## config.mk

```make
export PLATFORM = sky130hd
export DESIGN_NAME = reg_wr_ctrl_flat
export DESIGN_NICKNAME = d
export VERILOG_FILES = /design/src/rtl/reg_wr_pkg.sv /design/src/rtl/reg_wr_ctrl_if.sv /design/src/rtl/reg_wr_timer.sv /design/src/rtl/reg_wr_ctrl.sv /design/src/flat_wrapper.sv
export SDC_FILE = /design/constraint.sdc
export NUM_CORES = 1
export LEC_CHECK = 0
export ABC_AREA = 1
export CAP_MARGIN = 0
export CORE_MARGIN = 5
export CORE_UTILIZATION = 33
export CTS_BUF_LIST = sky130_fd_sc_hd__clkbuf_4 sky130_fd_sc_hd__clkbuf_8
export DETAILED_ROUTE_END_ITERATION = 7
export PLACE_DENSITY = 0.56
export SLEW_MARGIN = 20
export SYNTH_ARGS = -nofsm -noshare
export SYNTH_HDL_FRONTEND = slang
export SYNTH_SLANG_ARGS = --single-unit
```

## constraint.sdc

```tcl
create_clock -name clk -period 1.7 [get_ports clk]
set_clock_uncertainty 0.1 [all_clocks]
set_input_delay 0.34 -clock clk [delete_from_list [all_inputs] [get_ports clk]]
set_output_delay 0.34 -clock clk [all_outputs]
set_load 0.01 [all_outputs]
```

## src/rtl/reg_wr_pkg.sv

```systemverilog
// Shared types and constants for the framed register-write controller.
package reg_wr_pkg;

  typedef enum logic [1:0] {
    ST_IDLE  = 2'd0,
    ST_DATA  = 2'd1,
    ST_CHK   = 2'd2,
    ST_WRITE = 2'd3
  } state_e;

  localparam logic [3:0] SYNC        = 4'hA;

  localparam logic [1:0] ERR_NONE    = 2'b00;
  localparam logic [1:0] ERR_SYNC    = 2'b01;
  localparam logic [1:0] ERR_CHK     = 2'b10;
  localparam logic [1:0] ERR_TIMEOUT = 2'b11;

endpackage

```

## src/rtl/reg_wr_ctrl_if.sv

```systemverilog
// Byte stream in, register-bank write port and status out.
interface reg_wr_ctrl_if;
  logic        rx_valid;
  logic [7:0]  rx_data;
  logic        rx_ready;
  logic        write_en;
  logic [3:0]  add_line;
  logic [31:0] wr_data;
  logic        err;
  logic [1:0]  err_code;
  logic [7:0]  frame_cnt;

  modport slave (
    input  rx_valid, rx_data,
    output rx_ready, write_en, add_line, wr_data, err, err_code, frame_cnt
  );

  modport master (
    output rx_valid, rx_data,
    input  rx_ready, write_en, add_line, wr_data, err, err_code, frame_cnt
  );
endinterface

```

## src/rtl/reg_wr_timer.sv

```systemverilog
// Inter-byte idle counter; expired fires on the cycle the count would reach TIMEOUT.
module reg_wr_timer #(
  parameter logic [7:0] TIMEOUT = 8'd255
) (
  input  logic clk,
  input  logic reset_n,
  input  logic clear,
  input  logic run,
  output logic expired
);

  logic [7:0] cnt_q, cnt_d;

  // clear has priority so an accepted byte always restarts the idle window
  always_comb begin
    cnt_d = cnt_q;
    if (clear) begin
      cnt_d = '0;
    end else if (run) begin
      cnt_d = cnt_q + 8'd1;
    end
  end

  // count register
  always_ff @(posedge clk) begin
    if (!reset_n) begin
      cnt_q <= '0;
    end else begin
      cnt_q <= cnt_d;
    end
  end

  // run is low when a byte is accepted, so a byte on the limit cycle wins
  assign expired = run && (cnt_q == TIMEOUT - 8'd1);

endmodule

```

## src/rtl/reg_wr_ctrl.sv

```systemverilog
// Receives 6-byte frames (header, D3..D0, XOR checksum) and issues one
// register-bank write per good frame.
//
//   state    | meaning
//   ---------+--------------------------------------------------
//   ST_IDLE  | waiting for a header byte with the sync nibble
//   ST_DATA  | shifting in the four data bytes, MSB first
//   ST_CHK   | comparing the checksum byte to the running XOR
//   ST_WRITE | single write_en cycle, input stalled
module reg_wr_ctrl
  import reg_wr_pkg::*;
#(
  parameter logic [7:0] TIMEOUT = 8'd255
) (
  input  logic         clk,
  input  logic         reset_n,
  reg_wr_ctrl_if.slave bus
);

  state_e      state_q, state_d;
  logic [1:0]  byte_cnt_q, byte_cnt_d;
  logic [31:0] shift_q, shift_d;
  logic [7:0]  xor_q, xor_d;
  logic [3:0]  addr_q, addr_d;
  logic        write_en_q, write_en_d;
  logic [3:0]  add_line_q, add_line_d;
  logic [31:0] wr_data_q, wr_data_d;
  logic        err_q, err_d;
  logic [1:0]  err_code_q, err_code_d;
  logic [7:0]  frame_cnt_q, frame_cnt_d;

  logic accept;
  logic tmr_clear;
  logic tmr_run;
  logic tmr_expired;

  assign bus.rx_ready = reset_n && (state_q != ST_WRITE);
  assign accept       = bus.rx_valid && bus.rx_ready;

  assign tmr_clear = accept || (state_q == ST_IDLE) || (state_q == ST_WRITE);
  assign tmr_run   = ((state_q == ST_DATA) || (state_q == ST_CHK)) && !accept;

  reg_wr_timer #(.TIMEOUT(TIMEOUT)) u_timer (
    .clk     (clk),
    .reset_n (reset_n),
    .clear   (tmr_clear),
    .run     (tmr_run),
    .expired (tmr_expired)
  );

  // next-state and registered-output decode
  always_comb begin
    state_d     = state_q;
    byte_cnt_d  = byte_cnt_q;
    shift_d     = shift_q;
    xor_d       = xor_q;
    addr_d      = addr_q;
    write_en_d  = 1'b0;
    add_line_d  = add_line_q;
    wr_data_d   = wr_data_q;
    err_d       = 1'b0;
    err_code_d  = err_code_q;
    frame_cnt_d = frame_cnt_q;

    unique case (state_q)
      ST_IDLE: begin
        if (accept) begin
          if (bus.rx_data[7:4] == SYNC) begin
            addr_d     = bus.rx_data[3:0];
            xor_d      = bus.rx_data;
            byte_cnt_d = 2'd0;
            state_d    = ST_DATA;
          end else begin
            err_d      = 1'b1;
            err_code_d = ERR_SYNC;
          end
        end
      end
      ST_DATA: begin
        if (accept) begin
          shift_d    = {shift_q[23:0], bus.rx_data};
          xor_d      = xor_q ^ bus.rx_data;
          byte_cnt_d = byte_cnt_q + 2'd1;
          if (byte_cnt_q == 2'd3) begin
            state_d = ST_CHK;
          end
        end else if (tmr_expired) begin
          err_d      = 1'b1;
          err_code_d = ERR_TIMEOUT;
          state_d    = ST_IDLE;
        end
      end
      ST_CHK: begin
        if (accept) begin
          if (bus.rx_data == xor_q) begin
            write_en_d  = 1'b1;
            add_line_d  = addr_q;
            wr_data_d   = shift_q;
            frame_cnt_d = frame_cnt_q + 8'd1;
            state_d     = ST_WRITE;
          end else begin
            err_d      = 1'b1;
            err_code_d = ERR_CHK;
            state_d    = ST_IDLE;
          end
        end else if (tmr_expired) begin
          err_d      = 1'b1;
          err_code_d = ERR_TIMEOUT;
          state_d    = ST_IDLE;
        end
      end
      ST_WRITE: begin
        state_d = ST_IDLE;
      end
      default: begin
        state_d = ST_IDLE;
      end
    endcase
  end

  // state and output registers
  always_ff @(posedge clk) begin
    if (!reset_n) begin
      state_q     <= ST_IDLE;
      byte_cnt_q  <= '0;
      shift_q     <= '0;
      xor_q       <= '0;
      addr_q      <= '0;
      write_en_q  <= 1'b0;
      add_line_q  <= '0;
      wr_data_q   <= '0;
      err_q       <= 1'b0;
      err_code_q  <= ERR_NONE;
      frame_cnt_q <= '0;
    end else begin
      state_q     <= state_d;
      byte_cnt_q  <= byte_cnt_d;
      shift_q     <= shift_d;
      xor_q       <= xor_d;
      addr_q      <= addr_d;
      write_en_q  <= write_en_d;
      add_line_q  <= add_line_d;
      wr_data_q   <= wr_data_d;
      err_q       <= err_d;
      err_code_q  <= err_code_d;
      frame_cnt_q <= frame_cnt_d;
    end
  end

  assign bus.write_en  = write_en_q;
  assign bus.add_line  = add_line_q;
  assign bus.wr_data   = wr_data_q;
  assign bus.err       = err_q;
  assign bus.err_code  = err_code_q;
  assign bus.frame_cnt = frame_cnt_q;

endmodule

```

## src/flat_wrapper.sv

```systemverilog
// flat-port wrapper written by rule: the top's interface ports become plain ports
module reg_wr_ctrl_flat import reg_wr_pkg::*;
#(
  parameter logic [7:0] TIMEOUT = 8'd255
)
  (clk, reset_n, bus_rx_valid, bus_rx_data, bus_rx_ready, bus_write_en, bus_add_line, bus_wr_data, bus_err, bus_err_code, bus_frame_cnt);
  reg_wr_ctrl_if bus_i ();
  input  logic clk;
  input  logic reset_n;
  input wire logic [$bits(bus_i.rx_valid)-1:0] bus_rx_valid;
  input wire logic [$bits(bus_i.rx_data)-1:0] bus_rx_data;
  output wire logic [$bits(bus_i.rx_ready)-1:0] bus_rx_ready;
  output wire logic [$bits(bus_i.write_en)-1:0] bus_write_en;
  output wire logic [$bits(bus_i.add_line)-1:0] bus_add_line;
  output wire logic [$bits(bus_i.wr_data)-1:0] bus_wr_data;
  output wire logic [$bits(bus_i.err)-1:0] bus_err;
  output wire logic [$bits(bus_i.err_code)-1:0] bus_err_code;
  output wire logic [$bits(bus_i.frame_cnt)-1:0] bus_frame_cnt;
  assign bus_i.rx_valid = bus_rx_valid;
  assign bus_i.rx_data = bus_rx_data;
  assign bus_rx_ready = bus_i.rx_ready;
  assign bus_write_en = bus_i.write_en;
  assign bus_add_line = bus_i.add_line;
  assign bus_wr_data = bus_i.wr_data;
  assign bus_err = bus_i.err;
  assign bus_err_code = bus_i.err_code;
  assign bus_frame_cnt = bus_i.frame_cnt;
  reg_wr_ctrl #(.TIMEOUT(TIMEOUT)) u_core (.clk(clk), .reset_n(reset_n), .bus(bus_i));
endmodule
```

# [After elaboration in Yosys (flattened, before gate mapping)]
# Index checks and enable logic that the tools add are counted.
[word_totals] word_cells=82 output_inout_bits=49 romBits=0 latchBits=0 n_memories=0 in_bits=11 reg_bits=104 ramBits=0
[classes] n_reduce_logical=19 multipliers=0 n_bitwise=2 n_addsub=3 magnitude_cmp=0 muxes=31 div=0 shifts=0 eq_ne=15
[ops] operator="2-to-1 mux 2 bit" n=16
[ops] operator="2-to-1 mux 8 bit" n=3
[ops] operator="adder 8 x 1 -> 8 bit (second input constant)" n=2
[ops] operator="one-hot mux 8 bit (2 select lines)" n=1
[ops] operator="AND reduction 3 bit" n=4
[ops] operator="equality test 8 bit" n=1
[ops] operator="equality test 8 bit (second input constant)" n=1
[ops] operator="!= test 2 bit (second input constant)" n=4
[ops] operator="one-hot mux 2 bit (4 select lines)" n=1
[ops] operator="XOR 8 bit" n=1
[ops] operator="2-to-1 mux 1 bit" n=7
[ops] operator="equality test 2 bit (second input constant)" n=3
[ops] operator="!= test 3 bit (second input constant)" n=2
[ops] operator="one-hot mux 2 bit (3 select lines)" n=1
[ops] operator="AND reduction 5 bit" n=1
[ops] operator="equality test 4 bit (second input constant)" n=1
[ops] operator="logical AND 1 bit" n=4
[ops] operator="!= test 2 x 1 -> 1 bit (second input constant)" n=2
[ops] operator="one-hot mux 2 bit (2 select lines)" n=1
[ops] operator="AND reduction 4 bit" n=1
[ops] operator="logical OR 1 bit" n=3
[ops] operator="one-hot mux 1 bit (3 select lines)" n=1
[ops] operator="nonzero test 3 bit" n=1
[ops] operator="adder 2 x 1 -> 2 bit (second input constant)" n=1
[ops] operator="7 further kinds" n=7

# [Longest topological paths before layout]
[logic_depth] ltp_word=9 depth_mapped=11 depth_no_buf=11

# [Cells and area by module]
# From an unflattened synthesis, not the netlist that was laid out.
[hier_totals] cells_unflattened=580 hier_area_um2=4275.4
[modules_own_cells] module="reg_wr_ctrl" cells_per_inst=527 area_each_um2=3896.2 instances=1
[modules_own_cells] module="reg_wr_timer" cells_per_inst=53 area_each_um2=379.1 instances=1

# [Worst setup path after synthesis]
# OpenSTA, ideal clock, no wires.
[synth_path] kind="register -> register" start="register u_core.state_q[0]" end="register u_core.xor_q[6]" period_less_slack_ns=1.633 path_buffers=1 t_arrival_ns=1.414 setup_slack_ns=0.067 setup_ns=0.119 path_stages_with_launch=9 path_cell_list="dfxtp_1 ha_1 nor2_4 nand2_2 a21oi_1 nand2_1 buf_2 o21ai_0 a21oi_1"
[synth_between] elab_chain_cells=5
[synth_rtl] item="start: declaration" line="reg_wr_ctrl.sv:20" text="state_e state_q, state_d;"
[synth_rtl] item="start signal: assignment" line="reg_wr_ctrl.sv:136" text="state_q <= state_d;"
[synth_rtl] item="!= test 2 bit *" line="reg_wr_ctrl.sv:37" text="assign bus.rx_ready = reset_n && (state_q != ST_WRITE);"
[synth_rtl] item="logical AND 1 bit *" line="reg_wr_ctrl.sv:37"
[synth_rtl] item="named net bus_rx_ready" line="flat_wrapper.sv:12" text="output wire logic [$bits(bus_i.rx_ready)-1:0] bus_rx_ready;"
[synth_rtl] item="logical AND 1 bit *" line="reg_wr_ctrl.sv:38" text="assign accept = bus.rx_valid && bus.rx_ready;"
[synth_rtl] item="!= test 2 x 1 -> 1 bit (no source line)"
[synth_rtl] item="AND reduction 4 bit (no source line) *"
[synth_rtl] item="end signal: assignment" line="reg_wr_ctrl.sv:139" text="xor_q <= xor_d;"
[synth_rtl] item="end: declaration" line="reg_wr_ctrl.sv:23" text="logic [7:0] xor_q, xor_d;"
# The timed path passes the listed nets; every way through them passes the cells marked *.
# A chain may end at the register's enable or synchronous reset.

# [Worst setup path in the final report]
[layout_path] start="register u_core.state_q[0]" end="register u_core.frame_cnt_q[2] (netlist: u_core.bus.frame_cnt[2])"
[layout_between] elab_chain_cells=4
[layout_rtl] item="!= test 2 bit" line="reg_wr_ctrl.sv:37"
[layout_rtl] item="logical AND 1 bit" line="reg_wr_ctrl.sv:37"
[layout_rtl] item="logical AND 1 bit" line="reg_wr_ctrl.sv:38"
[layout_rtl] item="AND reduction 3 bit (no source line) *"
[layout_rtl] item="end signal: assignment" line="reg_wr_ctrl.sv:146" text="frame_cnt_q <= frame_cnt_d;"
[layout_rtl] item="end: declaration" line="reg_wr_ctrl.sv:30" text="logic [7:0] frame_cnt_q, frame_cnt_d;"
# Every way passes the cells marked *; elsewhere a longest branch is shown, timed or not.

==> results by stage <==
Final layout:
- The number of antenna diodes in the final layout is 0.
- The post-route netlist has 18.4% of its cells at a drive strength greater than 1.
- In the final design database the tool counted 704 nets.
- The utilization after layout is 46.4%.
- The final non-filler cell total is 862.
- The multi-input logic area is 2070 um^2.
- The register cell area after layout is 2090 um^2.
- Compared with the post-synthesis result, the final layout area differs by 37.3%.
- The fill cell instance count of the final layout is 1278.

Clock network:
- The CTS clock-pin slew for the worst setup and hold paths is 110 ps.
- The clock passes through at most 2 buffers.
- The quantity of hold-fixing buffers added after cts is 0.
- In this run the number of H-tree levels came out at 3.
- TritonCTS built the clock tree.
- The cell sitting at the root of the clock tree is a sky130_fd_sc_hd__clkbuf_8.
- The number of clock sinks is 104.
- For the worst-skew pair, the clock arrives at the later sink with an insertion delay of 390 ps.
- The number of clock buffers added by TritonCTS is 9.

Power:
- Dividing total power by cell area gives a power density of 731 nW/um^2.
- The worst supply voltage drop on vdd is 0.306 mV.
- For this design the static power due to leakage is 2.73 nW.

Floorplanning:
- 60 I/O pins were placed.
- The floorplan step defined a die boundary enclosing 15400 um^2.
- The area of the core is 12700 um^2.
- The vertical die dimension is 124 um.
- The floorplan row count is 41.
- Once the floorplan was initialized, standard cells occupied 33.8% of the core.
- In this run the horizontal extent of the chip is 124 um.

Drt:
- The number of detailed-routing iterations run before antenna repair is 5.
- The routed layout has 4064 vias.
- The number of violations reported at the end of detailed-routing iteration 0 is 309.
- The count of antenna-violating nets left after detailed routing is 0.
- The detailed-route wire length is 11.3 mm.
- After detailed routing, the number of vias per cell comes to 4.71.
- The average wire per cell in the routed design is 13.1 um.
- The remaining routing DRC violations is 0.

Timing:
- The final critical path takes up 99.3% of the cycle.
- Derived from the worst setup path, the maximum achievable clock frequency is 593 MHz.
- Adding up every negative setup slack in the final design gives 0 ps.
- Setup repair after global routing could not meet its margin everywhere.
- The transition at the pin with the smallest max-transition slack is 577 ps.
- The count of final max-slew check failures came to 0.
- Setup violations remaining at the end of the flow were counted as 0.
- The final count of hold timing violations is 0.
- Measured against its own limit, the worst slew margin works out to 61.5%.
- The post-route worst hold slack is 270 ps.
- The clock period could shrink to 1690 ps.

Logic synthesis:
- The number of nets produced by synthesis is 603.
- The synthesized design spends more area on one cell type than any other, namely sky130_fd_sc_hd__dfxtp_1.
- The portion of the post-synthesis area used by sequential elements is 48.6%.
- Of all flip-flops after synthesis, the portion carrying an async set or reset was 0%.
- The average cell area after synthesis is 7.33 um^2.
- The cell area that synthesis handed to floorplanning was 4280 um^2.
- Ranked by instance count, the synthesized netlist is headed by sky130_fd_sc_hd__nand2_1, sky130_fd_sc_hd__dfxtp_1, sky130_fd_sc_hd__nor2_1.
- After synthesis the netlist holds a flip-flop and latch count of 104.
- The most repeated cell in the gate-level netlist after synthesis is sky130_fd_sc_hd__nand2_1.
- The number of synthesized flops with an enable pin is 0.
- The top cell type by area accounts for 48.6% of the synthesized area.
- The number of cells produced by synthesis is 584.
- The most used flip-flop cell after synthesis is sky130_fd_sc_hd__dfxtp_1.
- The number of different library cells used by synthesis comes to 28.
- Sorting the synthesized cells by area gives the leading types as sky130_fd_sc_hd__dfxtp_1, sky130_fd_sc_hd__nand2_1, sky130_fd_sc_hd__nor2_1.
- The number of warnings reported in the yosys synthesis log is 0.

Global route:
- The layer with the highest usage is met2.
- The met1 track demand over resource is 19.9%.
- The total routing resource utilization after global routing is 15.1%.
- The first-pass GRT wire length is 18.2 mm.
- The met2 track demand over resource in global routing is 24.0%.
- Summed over all layers, the global routing overflow is 0.
- For met3 alone, demand over resource in global routing was 2.86%.
- The number of antenna violations at the first check in global routing came to 0.
- The via count of the first global-routing pass is 3802.
- Entering global routing, the biggest net connects 65 pins.

Worst setup path:
- The data required time of the worst path is 1880 ps.
- The startpoint identified for the worst register-to-register timing path is u_core.state_q[0]$_SDFFE_PN0P_.
- The reg-to-reg endpoint is u_core.bus.frame_cnt[2]$_SDFFE_PN0P_.
- The startpoint class of the critical path is a flop.
- STA classifies the critical path endpoint as a flop.
- The highest fanout seen on the critical path is 8.
- The path type of the worst setup path is reg -> reg.
- The worst-case register-to-register setup slack is 10 ps.
- The worst register-to-register path has a depth of 10.
- The most critical setup path has its endpoint at u_core.bus.frame_cnt[2]$_SDFFE_PN0P_.
- The critical path starts at u_core.state_q[0]$_SDFFE_PN0P_.
- STA puts the critical path data arrival time at 1860 ps.

Run:
- The number of violations of the max-capacitance limit is 0.

Run status:
- The flow ran to the end, and the final reports show no timing, DRC or antenna violations.

Placed design:
- Once placement completed, the tool counted placed cells totaling 838.
- After legalization and detailed placement, the total HPWL measured 7.55 mm.
- The final RePlAce weighted congestion is 0.833.
- Input and output buffers added on the ports amount to 59.

Worst hold path:
- The kind of path behind the tightest hold check is in -> reg.
[stage by stage]
stage | instance area [um^2] | worst slack [ps] | total power, W
after detailed placement | 5370 | -424 | 0.00274
after floorplan | 4280 | 66.8 | 0.00262
after global placement | 5370 | -349 | 0.00274
after CTS | 5570 | -30.4 | 0.00434
after global routing | 5880 | -69.7 | 0.00449
final | 5880 | 12.7 | 0.00430
[layout make-up]
cell class,instances,share of cell area [%]
sequential,104,35.6
multi-input combinational,413,35.2
timing repair buffer,117,19.2
tap,172,3.66
inverter,40,2.90
clock buffer,9,2.11
clock inverter,7,1.32
[state kept, by name, summed over array words and instances, names as in the netlist]
| signal | flops |
|---|---|
| u_core.bus.err_code | 2 |
| u_core.state_q | 2 |
| u_core.bus.add_line | 4 |
| u_core.u_timer.cnt_q | 8 |
| u_core.bus.write_en | 1 |
| u_core.bus.err | 1 |
| u_core.bus.wr_data | 32 |
| u_core.addr_q | 4 |
| u_core.byte_cnt_q | 2 |
| u_core.shift_q | 32 |
| u_core.bus.frame_cnt | 8 |
| u_core.xor_q | 8 |
[critical path, cell delays in order, from the launching register on]
cell and delay (ps):
sky130_fd_sc_hd__dfxtp_4 380, sky130_fd_sc_hd__ha_4 170, sky130_fd_sc_hd__nor2_4 130, sky130_fd_sc_hd__nand2_4 90, sky130_fd_sc_hd__nor2_4 140, sky130_fd_sc_hd__nand3_4 150
sky130_fd_sc_hd__clkinv_8 120, sky130_fd_sc_hd__buf_12 140, sky130_fd_sc_hd__nand3_2 60, sky130_fd_sc_hd__nand2_1 60, sky130_fd_sc_hd__nor2_1 40
[layout by cell type (no fill, tap or decap), types with 3 or more instances in the layout]
cell type and count:
sky130_fd_sc_hd__clkbuf_16 4, sky130_fd_sc_hd__clkbuf_8 9, sky130_fd_sc_hd__nand3_1 9, sky130_fd_sc_hd__clkdlybuf4s50_1 4, sky130_fd_sc_hd__nand3_2 3, sky130_fd_sc_hd__nor2_4 10
sky130_fd_sc_hd__inv_1 32, sky130_fd_sc_hd__nand4_1 4, sky130_fd_sc_hd__inv_2 6, sky130_fd_sc_hd__ha_4 3, sky130_fd_sc_hd__ha_1 5, sky130_fd_sc_hd__nand2_1 129
sky130_fd_sc_hd__nand2_2 3, sky130_fd_sc_hd__buf_6 3, sky130_fd_sc_hd__nor2_2 9, sky130_fd_sc_hd__a21oi_1 60, sky130_fd_sc_hd__buf_4 45, sky130_fd_sc_hd__nor3_1 4
sky130_fd_sc_hd__dfxtp_1 97, sky130_fd_sc_hd__o21ai_1 38, sky130_fd_sc_hd__dlymetal6s2s_1 5, sky130_fd_sc_hd__dlygate4sd2_1 48, sky130_fd_sc_hd__nor2_1 84, sky130_fd_sc_hd__buf_12 4
sky130_fd_sc_hd__dfxtp_2 6, sky130_fd_sc_hd__o21ai_0 35
[repair_timing]
action	CTS	global route
setup buffers	0	2
resized for setup	68	55
pin swaps	4	15
hold endpoints to repair	0	0
setup endpoints to repair	112	95
gates cloned	1	5
[power breakdown]
group,switching [W],internal (W),leakage [nW]
clock network,0.000899,0.000699,0.106
registers,0.00000736,0.00244,0.842
logic,0.000141,0.000105,1.79
[routing by layer]
layer	share of wire [%]	vias up
met5	0	-
met3	3.8	14
li1	-	2101
met1	47	1872
met2	47	77
met4	1.8	0
[how the worst min path moves through the flow]
| stage | slack, ps | startpoint | cells past startpoint | end |
|---|---|---|---|---|
| detailed placement | 350 | u_core.u_timer.cnt_q[7]$_SDFFE_PP0P_ | 2 | u_core.u_timer.cnt_q[7]$_SDFFE_PP0P_ |
| CTS | 290 | reset_n | 4 | u_core.bus.err$_SDFF_PN0_ |
| global placement | 350 | u_core.u_timer.cnt_q[7]$_SDFFE_PP0P_ | 2 | u_core.u_timer.cnt_q[7]$_SDFFE_PP0P_ |
| global route | 270 | bus_rx_data[7] | 4 | u_core.shift_q[7]$_SDFFE_PN0P_ |
| floorplan | 340 | u_core.u_timer.cnt_q[4]$_SDFFE_PP0P_ | 1 | u_core.u_timer.cnt_q[4]$_SDFFE_PP0P_ |
| finish | 270 | bus_rx_data[4] | 4 | u_core.shift_q[4]$_SDFFE_PN0P_ |
[kinds of logic after synthesis]
family	Yosys count	synth area share, %
buf+inv	67	6.81
fa+ha+maj	8	2.34
simple gates	260	24.5
compound gates	141	16.9
xor+xnor	4	0.818
flops	104	48.6
No activity file was read; power rests on OpenSTA's default activity.
